**src/rtl/zero_chain_detect_if.sv**
```systemverilog
// Operand/status bundle between the ALU result bus and the zero-chain detector.
// The master drives framed operand words; the slave returns the Z flag and status.
interface zero_chain_detect_if #(
  parameter int WIDTH     = 8,
  parameter int MAX_WORDS = 4
);
  localparam int CNT_W = $clog2(MAX_WORDS + 1);

  // operand side
  logic [WIDTH-1:0] a;
  logic             valid;
  logic             first;
  logic             last;

  // status side
  logic             busy;
  logic             done;
  logic             zero;
  logic [CNT_W-1:0] word_cnt;
  logic [CNT_W-1:0] nz_cnt;
  logic             err;

  modport master (
    output a, valid, first, last,
    input  busy, done, zero, word_cnt, nz_cnt, err
  );

  modport slave (
    input  a, valid, first, last,
    output busy, done, zero, word_cnt, nz_cnt, err
  );
endinterface

```
**src/rtl/zero_chain_detect.sv**
```systemverilog
// Framed multi-word all-zero detector. Accepts one operand word per valid cycle,
// accumulates zero / word count / non-zero count across a first..last frame and
// publishes them as registered flags with one-cycle done and err pulses.
module zero_chain_detect #(
  parameter  int WIDTH     = 8,
  parameter  int MAX_WORDS = 4,
  localparam int CNT_W     = $clog2(MAX_WORDS + 1)
) (
  input  logic                 clk,
  input  logic                 rst_n,
  zero_chain_detect_if.slave   bus
);

  typedef enum logic {
    IDLE  = 1'b0,
    ACCUM = 1'b1
  } state_t;

  // The word test is split into 4-bit chunk flags so wide operands reduce as a
  // shallow tree; the top chunk is zero-padded when WIDTH is not a multiple of 4.
  localparam int NCHUNK = (WIDTH + 3) / 4;

  logic [NCHUNK*4-1:0] a_pad;
  logic [NCHUNK-1:0]   chunk_z;
  logic                wz;

  state_t              state_reg,    state_next;
  logic                acc_z_reg,    acc_z_next;
  logic [CNT_W-1:0]    acc_cnt_reg,  acc_cnt_next;
  logic [CNT_W-1:0]    acc_nz_reg,   acc_nz_next;
  logic                zero_reg,     zero_next;
  logic [CNT_W-1:0]    word_cnt_reg, word_cnt_next;
  logic [CNT_W-1:0]    nz_cnt_reg,   nz_cnt_next;
  logic                done_reg,     done_next;
  logic                err_reg,      err_next;

  logic [CNT_W-1:0]    cnt_inc;
  logic [CNT_W-1:0]    nz_inc;
  logic [CNT_W-1:0]    wnz_cnt;

  // Zero-extend the operand to a whole number of chunks.
  always_comb begin
    a_pad             = '0;
    a_pad[WIDTH-1:0]  = bus.a;
  end

  for (genvar gi = 0; gi < NCHUNK; gi++) begin : g_chunk
    assign chunk_z[gi] = (a_pad[gi*4 +: 4] == 4'd0);
  end

  assign wz      = &chunk_z;
  assign wnz_cnt = wz ? '0 : CNT_W'(1);
  // Position of the incoming word within the open frame, and updated non-zero tally.
  assign cnt_inc = acc_cnt_reg + CNT_W'(1);
  assign nz_inc  = acc_nz_reg + wnz_cnt;

  // State register: the only FSM storage; reset discards any open frame.
  always_ff @(posedge clk) begin
    if (!rst_n) begin
      state_reg <= IDLE;
    end else begin
      state_reg <= state_next;
    end
  end

  // Next-state: a frame opens on first without last, and closes on last,
  // on overflow, or is replaced when a new first arrives mid-frame.
  always_comb begin
    state_next = state_reg;
    case (state_reg)
      IDLE: begin
        if (bus.valid && bus.first && !bus.last) begin
          state_next = ACCUM;
        end
      end
      ACCUM: begin
        if (bus.valid) begin
          if (bus.first) begin
            state_next = bus.last ? IDLE : ACCUM;
          end else if (bus.last || (cnt_inc == CNT_W'(MAX_WORDS))) begin
            state_next = IDLE;
          end else begin
            state_next = ACCUM;
          end
        end
      end
      default: state_next = IDLE;
    endcase
  end

  // Output/accumulator next values: result registers change only on done,
  // pulses default low every cycle.
  always_comb begin
    acc_z_next    = acc_z_reg;
    acc_cnt_next  = acc_cnt_reg;
    acc_nz_next   = acc_nz_reg;
    zero_next     = zero_reg;
    word_cnt_next = word_cnt_reg;
    nz_cnt_next   = nz_cnt_reg;
    done_next     = 1'b0;
    err_next      = 1'b0;

    if (bus.valid) begin
      if (bus.first) begin
        // A first while a frame is open aborts that frame, then the word
        // starts afresh exactly as it would from IDLE.
        if (state_reg == ACCUM) begin
          err_next = 1'b1;
        end
        if (bus.last) begin
          zero_next     = wz;
          word_cnt_next = CNT_W'(1);
          nz_cnt_next   = wnz_cnt;
          done_next     = 1'b1;
          acc_z_next    = 1'b0;
          acc_cnt_next  = '0;
          acc_nz_next   = '0;
        end else begin
          acc_z_next    = wz;
          acc_cnt_next  = CNT_W'(1);
          acc_nz_next   = wnz_cnt;
        end
      end else if (state_reg == IDLE) begin
        // Continuation word with no open frame: dropped, flagged.
        err_next = 1'b1;
      end else if (bus.last) begin
        zero_next     = acc_z_reg & wz;
        word_cnt_next = cnt_inc;
        nz_cnt_next   = nz_inc;
        done_next     = 1'b1;
        acc_z_next    = 1'b0;
        acc_cnt_next  = '0;
        acc_nz_next   = '0;
      end else if (cnt_inc == CNT_W'(MAX_WORDS)) begin
        // The frame would need more than MAX_WORDS words; drop it.
        err_next      = 1'b1;
        acc_z_next    = 1'b0;
        acc_cnt_next  = '0;
        acc_nz_next   = '0;
      end else begin
        acc_z_next    = acc_z_reg & wz;
        acc_cnt_next  = cnt_inc;
        acc_nz_next   = nz_inc;
      end
    end
  end

  // Datapath registers: accumulators, published result and status pulses.
  always_ff @(posedge clk) begin
    if (!rst_n) begin
      acc_z_reg    <= 1'b0;
      acc_cnt_reg  <= '0;
      acc_nz_reg   <= '0;
      zero_reg     <= 1'b0;
      word_cnt_reg <= '0;
      nz_cnt_reg   <= '0;
      done_reg     <= 1'b0;
      err_reg      <= 1'b0;
    end else begin
      acc_z_reg    <= acc_z_next;
      acc_cnt_reg  <= acc_cnt_next;
      acc_nz_reg   <= acc_nz_next;
      zero_reg     <= zero_next;
      word_cnt_reg <= word_cnt_next;
      nz_cnt_reg   <= nz_cnt_next;
      done_reg     <= done_next;
      err_reg      <= err_next;
    end
  end

  assign bus.busy     = (state_reg == ACCUM);
  assign bus.done     = done_reg;
  assign bus.zero     = zero_reg;
  assign bus.word_cnt = word_cnt_reg;
  assign bus.nz_cnt   = nz_cnt_reg;
  assign bus.err      = err_reg;

endmodule

```
**src/flat_wrapper.sv**
```systemverilog
// flat-port wrapper written by rule: the top's interface ports become plain ports
module zero_chain_detect_flat 
#(
  parameter  int WIDTH     = 8,
  parameter  int MAX_WORDS = 4,
  localparam int CNT_W     = $clog2(MAX_WORDS + 1)
)
  (clk, rst_n, bus_a, bus_valid, bus_first, bus_last, bus_busy, bus_done, bus_zero, bus_word_cnt, bus_nz_cnt, bus_err);
  zero_chain_detect_if #(.WIDTH(WIDTH), .MAX_WORDS(MAX_WORDS)) bus_i ();
  input  logic clk;
  input  logic rst_n;
  input wire logic [$bits(bus_i.a)-1:0] bus_a;
  input wire logic [$bits(bus_i.valid)-1:0] bus_valid;
  input wire logic [$bits(bus_i.first)-1:0] bus_first;
  input wire logic [$bits(bus_i.last)-1:0] bus_last;
  output wire logic [$bits(bus_i.busy)-1:0] bus_busy;
  output wire logic [$bits(bus_i.done)-1:0] bus_done;
  output wire logic [$bits(bus_i.zero)-1:0] bus_zero;
  output wire logic [$bits(bus_i.word_cnt)-1:0] bus_word_cnt;
  output wire logic [$bits(bus_i.nz_cnt)-1:0] bus_nz_cnt;
  output wire logic [$bits(bus_i.err)-1:0] bus_err;
  assign bus_i.a = bus_a;
  assign bus_i.valid = bus_valid;
  assign bus_i.first = bus_first;
  assign bus_i.last = bus_last;
  assign bus_busy = bus_i.busy;
  assign bus_done = bus_i.done;
  assign bus_zero = bus_i.zero;
  assign bus_word_cnt = bus_i.word_cnt;
  assign bus_nz_cnt = bus_i.nz_cnt;
  assign bus_err = bus_i.err;
  zero_chain_detect #(.WIDTH(WIDTH), .MAX_WORDS(MAX_WORDS)) u_core (.clk(clk), .rst_n(rst_n), .bus(bus_i));
endmodule
```
**config.mk**
```make
export PLATFORM = sky130hd
export DESIGN_NAME = zero_chain_detect_flat
export DESIGN_NICKNAME = d
export VERILOG_FILES = /design/src/rtl/zero_chain_detect_if.sv /design/src/rtl/zero_chain_detect.sv /design/src/flat_wrapper.sv
export SDC_FILE = /design/constraint.sdc
export NUM_CORES = 1
export LEC_CHECK = 0
export BUFFER_PORTS_ARGS = -buffer_cell sky130_fd_sc_hd__buf_2
export CAP_MARGIN = 0
export CORE_MARGIN = 2
export CORE_UTILIZATION = 55
export DETAILED_ROUTE_END_ITERATION = 16
export PLACE_DENSITY = 0.91
export RECOVER_POWER = 50
export SYNTH_ARGS = -nofsm -noshare
export SYNTH_HDL_FRONTEND = slang
export SYNTH_SLANG_ARGS = --single-unit
export TNS_END_PERCENT = 10
```
**constraint.sdc**
```tcl
create_clock -name clk -period 3.1 [get_ports clk]
set_input_delay 0.155 -clock clk [delete_from_list [all_inputs] [get_ports clk]]
set_output_delay 0.155 -clock clk [all_outputs]
set_load 0.02 [all_outputs]
```
==> run summary <==
Status: finished, final reports clean
Synth Area in XOR/XNOR: 2.69%
Critical Path Start Type: input port
CTS H-Tree Depth: 1
Drt first pass iters: 4
Clk buf depth: 2
Critical path arrival: 1950 ps
Final Hold Violating Endpoints: 0
Post-Syn Area: 931 sq um
PortBufs: 22
Number of global-route vias before repair: 712
Crit path kind: input port to register
Compound-Gate Fraction of Synth Area: 26.5%
CP Capture Type: register
Core Area: 1540 sq um
Die area: 2040 sq um
Placer Congestion: 0.832
Max Slew Vio Count: 0
Largest family of logic cells by synthesized area: compound AO/OA/AOI/OAI gates
Pwr dens: 391 nW/um^2
# clock sinks: 17
Die Y: 45.1 um
Hold_buf cts: 0
Worst hold path class: input port to register
Wirelength per Cell: 14.2 um
Worst-skew pair later-pin latency: 300 ps
# setup viols final: 0
Die Wd: 45.1 um
Hold Path Depth: 4
Via/cell ratio: 6.18
Worst-margin pin slew: 404 ps
Num CTS Buffers: 3
Syn. warnings: 0
Leak: 0.446 nW
Yosys cell types: 40
Synth Area per Inst: 8.95 sq um
Synth Area in Simple Gates: 23.8%
Final worst path period need: 1700 ps
Initial antenna violation count: 0
Nets@finish: 141
Initial drt markers: 16
Post CTS Setup Buffer Count: 0
Clock skew: 3.24 ps
Unrepaired setup endpoints after global routing: no
Largest net degree at the start of global routing: 21
DR vias: 859
Worst endpoint required time: 3350 ps
Boundary Pins: 23
# rows: 14
Post-synthesis cell count: 104
Final TNS setup: 0 ps
Starting density of the core: 60.4%
Final antenna-violating net count: 0
First-pass GRT wire length: 3160 um
Adder-cell share of the synthesized area: 5.38%
CTS tree: built
DP HPWL: 1390 um
Max Clk Rate: 0.588 GHz
Peak supply drop: 310 uV
Worst R2R Path Depth: 5
Net Count, Synth: 121
Register area share after synthesis: 36.6%
Number of max-cap violations: 0
Clk slew on worst S/H paths: 110 ps
Slew HR: 72.4%
Fraction of layout cells with a size suffix above 1: 16.3%
Area Overhead vs Synth: 11.3%
ANT cells: 0
CP max FO: 4
Grt ovf: 0
Routed wire length: 1970 um
Post_cts resized: 0
Gr usage total: 21.9%
#FFs+latches synth: 17
Post-synthesis mux area share: 0%
Root Driver: clkbuf_4
Fin crit share: 54.8%
Hold_ws: 177 ps
DRC: 0
[layout make-up]
cell class              count  area (sq um)
clock inverters             1          5.00
flip-flops and latches     17           340
clock buffers               3          22.5
fillers                   140           505
multi-input cells          76           536
well taps                  16          20.0
inverters                   4          15.0
repair buffers             22          97.6
[critical path, cell delays in order]
cell,delay [ps]
buf_2,110
nor4_2,370
nand2_1,130
ha_1,210
ha_1,210
or4b_1,510
a21oi_1,130
o31a_1,130
[cell families (layout without fill, tap and decap cells)]
family	after synthesis	after routing
xor gates and xnor gates	2	2
AOI/OAI and AO/OA	32	32
adders and majority gates	4	4
and+or+nand+nor	38	38
DFF	17	17
buffers and inverters	11	30
[per-stage QoR]
stage / util, % / instance area (sq um) / setup slack (ps) / power [mW] / instances
3_5_place_dp: 66.7 / 1030 / 1110 / 0.288 / 135
3_3_place_gp: 66.7 / 1030 / 1170 / 0.286 / 135
4_1_cts: 68.5 / 1060 / 1420 / 0.407 / 139
2_1_floorplan: - / 931 / 1320 / 0.269 / 104
5_1_grt: 67.2 / 1040 / 1270 / 0.427 / 139
6_report: 67.2 / 1040 / 1400 / 0.405 / 139
[cells in the mapped netlist]
cell | count | area [sq um]
xor2_1 | 1 | 8.76
o21ai_2 | 1 | 8.76
nor2_1 | 3 | 11.3
o211a_1 | 2 | 20.0
nor4_2 | 2 | 25.0
o211ai_1 | 2 | 15.0
nand2_1 | 12 | 45.0
o21a_1 | 1 | 7.51
buf_2 | 2 | 10.0
nor3_1 | 1 | 5.00
a2111oi_0 | 2 | 17.5
a211oi_1 | 1 | 7.51
or4b_1 | 2 | 20.0
o211a_4 | 1 | 17.5
nor2b_1 | 3 | 18.8
nand2b_1 | 1 | 6.26
or3_1 | 1 | 6.26
clkbuf_1 | 4 | 15.0
nand3_1 | 4 | 20.0
o31ai_1 | 1 | 7.51
nand3b_1 | 1 | 7.51
buf_4 | 1 | 7.51
and3_1 | 2 | 12.5
nand4_1 | 1 | 6.26
and2b_1 | 1 | 7.51
xor2_2 | 1 | 16.3
o21ai_0 | 4 | 20.0
ha_1 | 4 | 50.1
a32o_1 | 2 | 20.0
a311o_1 | 1 | 10.0
and2_1 | 1 | 6.26
dfxtp_1 | 17 | 340
o31a_1 | 2 | 17.5
a21boi_0 | 6 | 45.0
a31oi_1 | 2 | 12.5
nor4_1 | 1 | 6.26
and4_1 | 1 | 8.76
a21oi_1 | 4 | 20.0
inv_1 | 4 | 15.0
and3b_1 | 1 | 8.76
[cells in the final DEF, fill, tap and decap left out, types with 4 or more instances in the layout]
cell      count
inv_1         4
nand2_1      12
dfxtp_1      17
clkbuf_1     10
a21boi_0      6
a21oi_1       4
nand3_1       4
buf_2        12
ha_1          4
o21ai_0       4
[metal layers]
layer,up-vias,GRT usage (%),share of wire [%]
met5,-,0,0
met4,0,10.6,1.6
li1,426,-,-
met3,4,5.20,6.3
met1,402,28.8,45
met2,27,33.4,47
[where the power goes]
group,switching (mW),leakage [nW],internal (mW)
sequential,0.00507,0.138,0.224
combinational,0.0327,0.290,0.0196
clock,0.0758,0.0177,0.0481
[worst paths after layout]
| kind | from | end | slack, ps |
|---|---|---|---|
| max | bus_a[5] | u_core.acc_nz_reg[2]$_SDFFE_PN0P_ | 1400 |
| min | bus_a[2] | u_core.bus.zero$_SDFFE_PN0P_ | 180 |
| max reg2reg | u_core.acc_nz_reg[0]$_SDFFE_PN0P_ | u_core.acc_nz_reg[2]$_SDFFE_PN0P_ | 1530 |
| min reg2reg | u_core.bus.nz_cnt[2]$_SDFFE_PN0P_ | u_core.bus.nz_cnt[2]$_SDFFE_PN0P_ | 460 |
Note: power is estimated with default switching activity, not from simulation.
